## src/rtl/rect_fill_arbiter.sv

```systemverilog
// rect_fill_arbiter: round-robin arbiter between the screen-clear engine
// (port 0) and the square renderer (port 1). Each accepted solid-colour
// rectangle is streamed as row-major single-pixel writes on an
// Avalon-MM-style write master. A one-cycle done pulse names the owner.

// Per-port far-corner clip and empty detection, kept separate so the
// arbiter only has to mux already-clipped bounds.
module rect_fill_clip #(
  parameter int X_W   = 9,
  parameter int Y_W   = 8,
  parameter int H_RES = 320,
  parameter int V_RES = 240
) (
  input  logic [X_W-1:0] x0,
  input  logic [X_W-1:0] x1,
  input  logic [Y_W-1:0] y0,
  input  logic [Y_W-1:0] y1,
  output logic [X_W-1:0] x1c,
  output logic [Y_W-1:0] y1c,
  output logic           empty
);
  localparam logic [X_W-1:0] X_MAX = X_W'(H_RES - 1);
  localparam logic [Y_W-1:0] Y_MAX = Y_W'(V_RES - 1);

  // Clip the far corner to the visible area; an inverted or fully
  // off-screen rectangle collapses to zero pixels.
  always_comb begin
    x1c   = (x1 > X_MAX) ? X_MAX : x1;
    y1c   = (y1 > Y_MAX) ? Y_MAX : y1;
    empty = (x0 > x1c) || (y0 > y1c);
  end
endmodule

module rect_fill_arbiter #(
  parameter int X_W     = 9,
  parameter int Y_W     = 8,
  parameter int H_RES   = 320,
  parameter int V_RES   = 240,
  parameter int COLOR_W = 16
) (
  input  logic                 clk_clk,
  input  logic                 reset_reset,
  input  logic                 req0_valid,
  output logic                 req0_ready,
  input  logic [X_W-1:0]       req0_x0,
  input  logic [X_W-1:0]       req0_x1,
  input  logic [Y_W-1:0]       req0_y0,
  input  logic [Y_W-1:0]       req0_y1,
  input  logic [COLOR_W-1:0]   req0_color,
  input  logic                 req1_valid,
  output logic                 req1_ready,
  input  logic [X_W-1:0]       req1_x0,
  input  logic [X_W-1:0]       req1_x1,
  input  logic [Y_W-1:0]       req1_y0,
  input  logic [Y_W-1:0]       req1_y1,
  input  logic [COLOR_W-1:0]   req1_color,
  output logic                 fb_write,
  output logic [X_W+Y_W-1:0]   fb_address,
  output logic [COLOR_W-1:0]   fb_writedata,
  input  logic                 fb_waitrequest,
  output logic                 busy,
  output logic                 done,
  output logic                 done_id
);
  localparam int NUM_PORTS = 2;

  typedef enum logic [1:0] {IDLE, FILL, DONE} state_t;

  typedef struct packed {
    logic [X_W-1:0]     x0;
    logic [X_W-1:0]     x1c;
    logic [Y_W-1:0]     y0;
    logic [Y_W-1:0]     y1c;
    logic [COLOR_W-1:0] color;
    logic               empty;
  } rect_t;

  state_t state;
  logic   last_grant;
  logic   owner;

  logic [X_W-1:0] x0_q;
  logic [X_W-1:0] x1c_q;
  logic [Y_W-1:0] y1c_q;

  logic [NUM_PORTS-1:0][X_W-1:0]     x0_v, x1_v, x1c_v;
  logic [NUM_PORTS-1:0][Y_W-1:0]     y0_v, y1_v, y1c_v;
  logic [NUM_PORTS-1:0][COLOR_W-1:0] color_v;
  logic [NUM_PORTS-1:0]              empty_v;

  rect_t win;
  logic  win_id;
  logic  accept;
  logic  idle;

  logic [X_W-1:0] cx;
  logic [Y_W-1:0] cy;

  assign x0_v    = {req1_x0, req0_x0};
  assign x1_v    = {req1_x1, req0_x1};
  assign y0_v    = {req1_y0, req0_y0};
  assign y1_v    = {req1_y1, req0_y1};
  assign color_v = {req1_color, req0_color};

  genvar g;
  generate
    for (g = 0; g < NUM_PORTS; g++) begin : g_clip
      rect_fill_clip #(
        .X_W(X_W), .Y_W(Y_W), .H_RES(H_RES), .V_RES(V_RES)
      ) u_clip (
        .x0   (x0_v[g]),
        .x1   (x1_v[g]),
        .y0   (y0_v[g]),
        .y1   (y1_v[g]),
        .x1c  (x1c_v[g]),
        .y1c  (y1c_v[g]),
        .empty(empty_v[g])
      );
    end
  endgenerate

  // Grant only in IDLE and never during reset; on a tie the port that
  // did not win last time goes first.
  always_comb begin
    idle       = (state == IDLE) && !reset_reset;
    req0_ready = idle && req0_valid && (!req1_valid || last_grant);
    req1_ready = idle && req1_valid && (!req0_valid || !last_grant);
    accept     = req0_ready || req1_ready;
    win_id     = req1_ready;
  end

  // Select the winning port's clipped rectangle.
  always_comb begin
    win.x0    = x0_v[win_id];
    win.x1c   = x1c_v[win_id];
    win.y0    = y0_v[win_id];
    win.y1c   = y1c_v[win_id];
    win.color = color_v[win_id];
    win.empty = empty_v[win_id];
  end

  // The live address register doubles as the pixel cursor.
  assign cx = fb_address[X_W-1:0];
  assign cy = fb_address[X_W +: Y_W];

  // Sequencer: accept a rectangle, walk it row-major holding the bus
  // stable under waitrequest, then emit the one-cycle completion pulse.
  always_ff @(posedge clk_clk) begin
    if (reset_reset) begin
      state        <= IDLE;
      last_grant   <= 1'b1;
      owner        <= 1'b0;
      x0_q         <= '0;
      x1c_q        <= '0;
      y1c_q        <= '0;
      fb_write     <= 1'b0;
      fb_address   <= '0;
      fb_writedata <= '0;
      busy         <= 1'b0;
      done         <= 1'b0;
      done_id      <= 1'b0;
    end else begin
      case (state)
        IDLE: begin
          if (accept) begin
            owner      <= win_id;
            last_grant <= win_id;
            x0_q       <= win.x0;
            x1c_q      <= win.x1c;
            y1c_q      <= win.y1c;
            busy       <= 1'b1;
            if (win.empty) begin
              state   <= DONE;
              done    <= 1'b1;
              done_id <= win_id;
            end else begin
              state        <= FILL;
              fb_write     <= 1'b1;
              fb_address   <= {win.y0, win.x0};
              fb_writedata <= win.color;
            end
          end
        end
        FILL: begin
          if (!fb_waitrequest) begin
            if (cx < x1c_q) begin
              fb_address[X_W-1:0] <= cx + 1'b1;
            end else if (cy < y1c_q) begin
              fb_address <= {cy + 1'b1, x0_q};
            end else begin
              fb_write <= 1'b0;
              state    <= DONE;
              done     <= 1'b1;
              done_id  <= owner;
            end
          end
        end
        DONE: begin
          done  <= 1'b0;
          busy  <= 1'b0;
          state <= IDLE;
        end
        default: state <= IDLE;
      endcase
    end
  end
endmodule
```

## config.mk

```make
export PLATFORM = sky130hd
export DESIGN_NAME = rect_fill_arbiter
export DESIGN_NICKNAME = d
export VERILOG_FILES = /design/src/rtl/rect_fill_arbiter.sv
export SDC_FILE = /design/constraint.sdc
export NUM_CORES = 1
export LEC_CHECK = 0
export CORE_ASPECT_RATIO = 1.4
export CORE_UTILIZATION = 52
export CTS_CLUSTER_DIAMETER = 100
export CTS_CLUSTER_SIZE = 25
export DETAILED_ROUTE_END_ITERATION = 6
export PLACE_DENSITY = 0.89
export SYNTH_ARGS = -nofsm -noshare
export SYNTH_HDL_FRONTEND = slang
export SYNTH_SLANG_ARGS = --single-unit
export TNS_END_PERCENT = 100
```

## constraint.sdc

```tcl
create_clock -name clk_clk -period 9.1 [get_ports clk_clk]
set_input_delay 1.82 -clock clk_clk [delete_from_list [all_inputs] [get_ports clk_clk]]
set_output_delay 1.82 -clock clk_clk [all_outputs]
set_load 0.01 [all_outputs]
```

-- After elaboration in Yosys (flattened, before gate mapping)
Index checks and enable logic that the tools add are counted.
- latch bits: 0
- input port bits: 105
- RAM bits: 0
- register bits after elaboration: 67
- memories: 0
- ROM bits: 0
- divide/modulo/power cells: 0
- reductions and logical operators: 27
- $lt $le $gt $ge: 11
- equality and inequality tests: 10
- add/subtract/negate cells: 2
- multipliers: 0
- shift-type cells: 0
- bitwise operators: 1
- mux-type cells: 49
- operators by type and width (kind ; number):
    2-to-1 mux 17 bit ; 4
    2-to-1 mux 9 bit ; 7
    2-to-1 mux 8 bit ; 7
    case mux 17 bit (2 select lines) ; 1
    2-to-1 mux 16 bit ; 2
    AND reduction 6 bit ; 4
    > comparator 9 bit ; 2
    > comparator 9 bit (second input constant) ; 2
    2-to-1 mux 1 bit ; 18
    > comparator 8 bit ; 2
    > comparator 8 bit (second input constant) ; 2
    inequality test 2 bit (second input constant) ; 7
    2-to-1 mux 2 bit ; 5
    adder 9 x 1 -> 9 bit (second input constant) ; 1
    less-than comparator 9 bit ; 1
    adder 8 x 1 -> 8 bit (second input constant) ; 1
    less-than comparator 8 bit ; 1
    case mux 1 bit (2 select lines) ; 3
    logical AND 1 bit ; 5
    logical OR 1 bit ; 5
    AND reduction 5 bit ; 1
    zero test 1 bit ; 4
    case mux 2 bit (2 select lines) ; 1
    AND reduction 2 bit ; 2
    other kinds (11) ; 12

-- Logic depth before layout (Yosys ltp)
Gate-level depths: netlist of the first run.
- depth in word-level cells: 9
- depth in mapped cells: 14
- gate-level depth less buffers: 12

-- Hierarchy
Synthesis of the first run repeated with hierarchy kept, for this count alone.
- cells, all modules: 671
- area total of the unflattened synthesis: 5022.3 µm²
- by module, submodules not included (module ; times used ; seq. area each (µm²) ; cells each ; area each (µm²)):
    rect_fill_arbiter ; 1 ; 1341.3 ; 508 ; 3975.1
    rect_fill_clip at g_clip[1].u_clip ; 1 ; 0.0 ; 82 ; 524.3
    rect_fill_clip at g_clip[0].u_clip ; 1 ; 0.0 ; 81 ; 523.0

-- Worst setup path before layout of the first run
Ideal clock, no wire load.
- path kind: input to output
- from: input reset_reset
- to: output req1_ready
- stages: 5
- buffers on the path: 2
- required time: 7.280 ns
- path slack: 4.438 ns
- arrival time: 2.842 ns
- path through: nor3_4 nand3_2 inv_2 buf_2 clkbuf_1
- cells in the longest elaborated chain, start to end: 4
- ends and longest elaborated chain (item ; RTL line ; text):
    start: declaration ; 42 ; input logic reset_reset,
    zero test 1 bit ; 125 ; idle = (state == IDLE) && !reset_reset;
    logical AND 1 bit ; 125 ;
    logical AND 1 bit (2 in a row) ; 127 ; req1_ready = idle && req1_valid && (!req0_valid || !last_grant);
    end: declaration ; 51 ; output logic req1_ready,
Every way passes these cells.

-- Worst setup path after layout of the first run
- from: input reset_reset
- to: output req0_ready
- cells in the longest elaborated chain, start to end: 4
- ends and longest elaborated chain (item ; RTL line ; text):
    zero test 1 bit ; 125 ;
    logical AND 1 bit ; 125 ;
    logical AND 1 bit (2 in a row) ; 126 ; req0_ready = idle && req0_valid && (!req1_valid || last_grant);
    end: declaration ; 44 ; output logic req0_ready,
Every way passes these cells.

==> results of run 1 <==
-- cell usage in the layout (no fill, tap or decap), types with 3 or more instances in the layout --
master,n
o22ai_1,7
a211o_1,7
and3_1,7
clkbuf_16,9
nand3_1,11
o21a_1,3
xor2_1,4
a21oi_1,63
a2111o_1,3
mux2i_1,15
o21ai_1,4
o21ai_0,11
nor3_1,7
a311oi_1,4
nand2_1,100
nand2b_1,7
ha_1,51
or2_2,4
a211oi_1,19
inv_1,31
buf_4,6
nor2_1,76
a31oi_1,11
dfxtp_1,67
o211ai_1,4
nor2b_1,5
a21oi_2,3
xnor2_1,3
nand4_1,11
clkdlybuf4s50_1,142
a21o_1,22
-- critical path, stage by stage --
cell and delay (ns):
buf_2 0.08, buf_4 0.58, nor3_4 0.07, nand3_2 0.10
buf_4 0.41, inv_2 0.34, nor2_1 0.18, buf_4 0.27
clkdlybuf4s50_1 0.58
-- state kept, by name, indices dropped and copies added, names as in the netlist --
name and cells:
fb_address 17, done 1, state 2, owner 1
y1c_q 8, fb_write 1, fb_writedata 16, done_id 1
x0_q 9, busy 1, last_grant 1, x1c_q 9
-- metal layers --
layer  track usage  share of wire
met1        0.3364           0.36
met3       0.07394          0.075
met5             0              0
met4        0.2218          0.056
met2        0.5798           0.51
-- power by group through the flow --
| stage | clock network, mW | registers, mW | logic [mW] |
|---|---|---|---|
| global route | 0.375 | 0.365 | 0.417 |
| global placement | 0 | 0.364 | 0.357 |
| detailed placement | 0 | 0.365 | 0.373 |
| CTS | 0.360 | 0.360 | 0.379 |
| finish | 0.359 | 0.361 | 0.384 |
| floorplan | 0 | 0.361 | 0.227 |
-- stage by stage --
step	util	std cells	power (mW)	hold WS, ns	instance area, µm²
after floorplan	-	624	0.5882	0.4360	4766
after global placement	0.6945	847	0.7209	0.4392	6235
after detailed placement	0.6945	847	0.7383	0.4445	6235
after CTS	0.7289	863	1.098	0.4531	6544
after global routing	0.7289	863	1.157	0.4721	6544
final	0.7289	863	1.104	0.4531	6544
-- path summary, 6_finish.rpt --
kind	startpoint	endpoint	slack, ns	cells after the start
worst max-delay path	reset_reset	req0_ready	2.81	9
worst min-delay path	fb_writedata[5]$_SDFFE_PP0P_	fb_writedata[5]$_SDFFE_PP0P_	0.45	2
worst max register to register	state[0]$_SDFFE_PP0P_	fb_address[13]$_SDFFE_PP0P_	5.43	8
worst min register to register	fb_writedata[5]$_SDFFE_PP0P_	fb_writedata[5]$_SDFFE_PP0P_	0.45	2
-- cell families after synthesis --
logic type               after synthesis
AO/OA/AOI/OAI                        179
XOR/XNOR                               7
adder cells (fa/ha/maj)               51
AND/OR/NAND/NOR                      239
buffers and inverters                 66
multiplexers                          15
flip-flops                            67
-- cell type report --
class                   count  share of cell area
clock buffers               9             0.03442
clock inverters             7             0.01281
inverters                  33             0.01893
multi-input cells         491              0.4836
flip-flops and latches     67              0.2050
well taps                 107             0.02046
repair buffers            149              0.2249
==> impl_metrics.csv, run 1 <==
group,metric,value,unit
run_status,status,"finished clean",
synth,synth_most_common_cell,"nand2_1",
sta,post-route-min-period,6.288,ns
synth,ys_top_cells_by_area,"dfxtp_1 28%, ha_1 13%, nand2_1 7.9%, a21oi_1 6.6%, nor2_1 6.0%",
cells_and_area,fill_cells,646,
synth,postSynthCellCount,624,
clocking,root_buffer,"clkbuf_16",
global_routing,grt_pass1_vias,5354,
power,powerDensity,168.8,mW/mm²
routing,drt-initial-drc-count,493,
die,core,0.008977,mm²
worst_setup_path,required,7.28,ns
sta,worstMarginPinSlew,1.080,ns
synth,synth-main-ff-cell,"dfxtp_1",
synth,synth-adder-area-share,0.1339,
place,gp_congestion,0.9243,
clocking,cts_tree,"yes",
routing,postRouteAntennaNets,0,
sta,fin_crit_sh,0.6910,
sta,finalSetupViolations,0,
synth,async_flop_share,0,
synth,ys_types,59,
power,pwr-share-seq,0.327,
die,die_h,115.3,µm
clocking,hold_buffers,0,
cells_and_area,register_area,0.001341,mm²
synth,syn-cell-area,0.004766,mm²
power,ir_drop,0.1338,mV
worst_setup_path,endpoint_kind,"output port",
routing,drtPass1Iterations,5,
cells_and_area,multi_input_area,0.003164,mm²
synth,synth.top_cell.area_share,0.2814,
synth,yosys_warnings,0,
global_routing,overflow,0,
routing,vias,5310,
sta,setup_tns,0,ns
synth,synth-edff-count,0,
worst_setup_path,cp_data_arrival_time,4.47,ns
flow_run,drv.max_cap_violation_count,0,
power,pwr-share-clk,0.325,
die,start_util,0.5309,
worst_setup_path,cp_max_fo,67,
synth,synthMuxAreaShare,0.03150,
sta,drv_slew,0,
synth,synthesis.nets,780,
global_routing,grt_max_degree,68,
power,p_leak,2.636,nW
place,dp_slack,2.867,ns
sta,setup_ws,2.812,ns
synth,synth-simple-area-share,0.2250,
synth,yosysSeqAreaShare,0.2814,
clocking,clock_path_buffers,2,
min_path,hold_class,"flop to flop",
worst_setup_path,worst-setup-path-type,"input port to output port",
cells_and_area,area_growth,37.31,%
place,dp_hpwl,11330,µm
global_routing,antenna_found_initial,0,
synth,synth_top_family_by_area,"compound AO/OA/AOI/OAI gates",
sta,hold_viol,0,
routing,drcViolationCount,0,
synth,synth_compound_area_frac,0.2607,
place,io_buffers,143,
clocking,post_cts_resized,0,
sta,fmaxAchievable,0.1590,GHz
sta,slew_headroom,0.2799,
power,power_switching,0.3838,mW
sta,skew,0.007700,ns
clocking,cts_buffers,9,
die,fp.dieW,82.91,µm
clocking,cts_htree_levels,3,
sta,rsz0062_at_grt,"false",
global_routing,grt_use_total,0.3232,
routing,wire_per_inst,17.96,µm
clocking,postCtsSetupBuffers,0,
die,ioPinCount,144,
power,cell_internal_pwr,0.7206,mW
routing,viasPerCell,6.153,
clocking,clock_latency,0.34,ns
power,p_sw_frac,0.3475,
synth,synth.avg_cell_area,7.638,µm²
clocking,clock_sinks,67,
die,fp-row-count,41,
clocking,clk_pin_slew,0.06,ns
cells_and_area,diodes,0,
cells_and_area,num-nets-final,907,
synth,ys_top_cells_by_count,"100 x nand2_1, 76 x nor2_1, 67 x dfxtp_1",
cells_and_area,drive_gt1_frac,0.05952,
die,die-area,0.009557,mm²
synth,yosysTopAreaCell,"dfxtp_1",
synth,synth_xor_area_frac,0.01286,
worst_setup_path,start_kind,"input port",
power,combPwrFrac,0.348,
global_routing,grt_pass1_wl,24700,µm
routing,wirelength,15500,µm
synth,synth_seq_cells,67,
No activity file was read; power rests on OpenSTA's default activity.
==> inputs of run 2 (changes only) <==
--- a/config.mk
+++ b/config.mk
@@ -6,11 +6,11 @@
 export NUM_CORES = 1
 export LEC_CHECK = 0
 export CORE_ASPECT_RATIO = 1.4
-export CORE_UTILIZATION = 52
+export CORE_UTILIZATION = 43
 export CTS_CLUSTER_DIAMETER = 100
 export CTS_CLUSTER_SIZE = 25
 export DETAILED_ROUTE_END_ITERATION = 6
-export PLACE_DENSITY = 0.89
+export PLACE_DENSITY = 0.79
 export SYNTH_ARGS = -nofsm -noshare
 export SYNTH_HDL_FRONTEND = slang
 export SYNTH_SLANG_ARGS = --single-unit
==> constraint.sdc (replaced) <==
create_clock -name clk_clk -period 5.08 [get_ports clk_clk]
set_input_delay 1.016 -clock clk_clk [delete_from_list [all_inputs] [get_ports clk_clk]]
set_output_delay 1.016 -clock clk_clk [all_outputs]
set_load 0.01 [all_outputs]
==> run 2 against run 1 <==
Die area is 20% higher. First-iteration DRC count down 62%. Sequential power is 78% higher. Global-route usage shrank 6.1 points. Setup slack lost 2.0 ns. Clock power rose by 91%. Critical path depth increased by 3. Final cell count up 4.2%. Critical path type is now input port to flop. Combinational power grew 76%. Sequential cell count stayed put. Highest routed layer unchanged. Cell area grew 1.2%. Register-to-register slack got worse by 3.2 ns.
==> impl_metrics.csv, run 2 (synthesis gave the netlist of run 1 again) <==
group,metric,value,unit
run_status,status,"finished clean",
place,io_buffers,143,
global_routing,grt_max_degree,67,
clocking,clock_sinks,67,
clocking,clock_path_buffers,2,
place,dp_hpwl,11610,µm
global_routing,grt_pass1_wl,24180,µm
cells_and_area,num-nets-final,909,
sta,fin_crit_sh,0.8339,
die,die_h,126.6,µm
power,p_total,2.001,mW
worst_setup_path,cp_data_arrival_time,4.49,ns
clocking,hold_buffers,0,
clocking,root_buffer,"clkbuf_16",
global_routing,use_met3,0.03897,
cells_and_area,fill_cells,989,
cells_and_area,regMostFlops,"fb_address",
sta,skew,0.009915,ns
cells_and_area,final_area,0.006620,mm²
routing,wire_per_inst,16.90,µm
global_routing,overflow,0,
min_path,hold_class,"flop to flop",
routing,viasPerCell,5.719,
sta,worstMarginPinSlew,1.020,ns
clocking,cts_buffers,9,
cells_and_area,postLayoutCoreUtil,0.6124,
cells_and_area,diodes,0,
die,ioPinCount,144,
sta,post-route-min-period,4.236,ns
global_routing,grt-busiest-layer,"met2",
cells_and_area,layout_commonest_cell,"clkdlybuf4s50_1",
cells_and_area,drive_gt1_frac,0.06201,
sta,drv_slew,0,
routing,drt-initial-drc-count,189,
cells_and_area,area_growth,38.91,%
clocking,clk_pin_slew,0.06,ns
place,gp_congestion,0.8803,
routing,postRouteAntennaNets,0,
die,fp.dieW,90.98,µm
sta,finalSetupViolations,0,
flow_run,drv.max_cap_violation_count,0,
power,p_leak,2.651,nW
sta,fmaxAchievable,0.2361,GHz
power,ir_drop,0.1844,mV
clocking,cts_htree_levels,3,
clocking,post_cts_resized,0,
sta,rsz0062_at_grt,"false",
global_routing,grt_use_met1,0.2650,
routing,wirelength,15200,µm
routing,drtPass1Iterations,6,
worst_setup_path,cp_max_fo,21,
sta,setup_tns,0,ns
routing,vias,5141,
die,fp-row-count,45,
die,start_util,0.4409,
clocking,postCtsSetupBuffers,0,
sta,slew_headroom,0.3201,
sta,hold_viol,0,
worst_setup_path,endpoint_kind,"flop",
cells_and_area,largest_reg_flops,17,
worst_setup_path,required,5.33,ns
global_routing,use_met2,0.5062,
worst_setup_path,worst-setup-path-type,"input port to flop",
worst_setup_path,start_kind,"input port",
die,die-area,0.01151,mm²
routing,drcViolationCount,0,
global_routing,antenna_found_initial,0,
cells_and_area,top_regs,"fb_address: 17 flops, fb_writedata: 16 flops",
clocking,cts_tree,"yes",
place,placed_area,0.006292,mm²
cells_and_area,final_cell_mix,"142 x clkdlybuf4s50_1, 100 x nand2_1, 76 x nor2_1",
power,powerDensity,302.3,mW/mm²
die,core,0.01081,mm²
clocking,clock_latency,0.33,ns
global_routing,grt_use_total,0.2626,
global_routing,grt_pass1_vias,5292,
==> run 2: cell types whose count changed in the layout (fill, tap and decap cells not counted), sizes merged <==
cell | before | now
inv | 36 | 33
clkinvlp | 1 | 2
clkbuf | 9 | 10
bufinv | 1 | 2
buf | 7 | 9
==> run 2: path summary, 6_finish.rpt <==
check,end,from,slack (ns),cells past startpoint
max,fb_address[13]$_SDFFE_PP0P_,req0_x1[8],0.84,12
min,fb_writedata[5]$_SDFFE_PP0P_,fb_writedata[5]$_SDFFE_PP0P_,0.45,2
max reg2reg,fb_address[12]$_SDFFE_PP0P_,x1c_q[8]$_SDFFE_PP0P_,2.23,10
min reg2reg,fb_writedata[5]$_SDFFE_PP0P_,fb_writedata[5]$_SDFFE_PP0P_,0.45,2
==> run 2: final cells by class <==
type / count / area [µm²] / area share
Timing Repair Buffer: 151 / 1486 / 0.2245
Clock buffer: 10 / 239.0 / 0.03610
Inverter: 33 / 123.9 / 0.01871
Multi-Input combinational cell: 491 / 3164 / 0.4780
Tap cell: 141 / 176.4 / 0.02665
Sequential cell: 67 / 1341 / 0.2026
Clock inverter: 6 / 88.84 / 0.01342
==> run 2: report_power, final <==
part           switching [mW]  internal, mW
sequential             0.0570         0.584
clock                   0.242         0.443
combinational           0.358         0.318
==> run 2: metal layers <==
layer / share of wire / wire length (µm) / vias up
li1: - / - / 2479
met1: 0.38 / 5738 / 2420
met2: 0.53 / 8032 / 191
met3: 0.047 / 718 / 51
met4: 0.047 / 708 / 0
met5: 0 / 0 / -
==> run 2: critical path, cell delays in order <==
cell	delay, ns
clkdlybuf4s50_1	0.48
inv_1	0.11
nor2_1	0.45
nor2_1	0.16
ha_1	0.33
nand4_1	0.12
o31ai_1	0.26
a21oi_1	0.13
o32ai_2	0.46
nand2_2	0.35
a2111o_1	0.45
a31oi_1	0.17
==> run 2: through the flow <==
| step | instances | setup slack, ns | hold slack, ns |
|---|---|---|---|
| floorplan | 624 | 1.688 | 0.4360 |
| global placement | 883 | 0.6625 | 0.4399 |
| detailed placement | 883 | 0.5663 | 0.4462 |
| CTS | 899 | 0.8954 | 0.4547 |
| global route | 899 | 0.5940 | 0.4702 |
| finish | 899 | 0.8439 | 0.4508 |
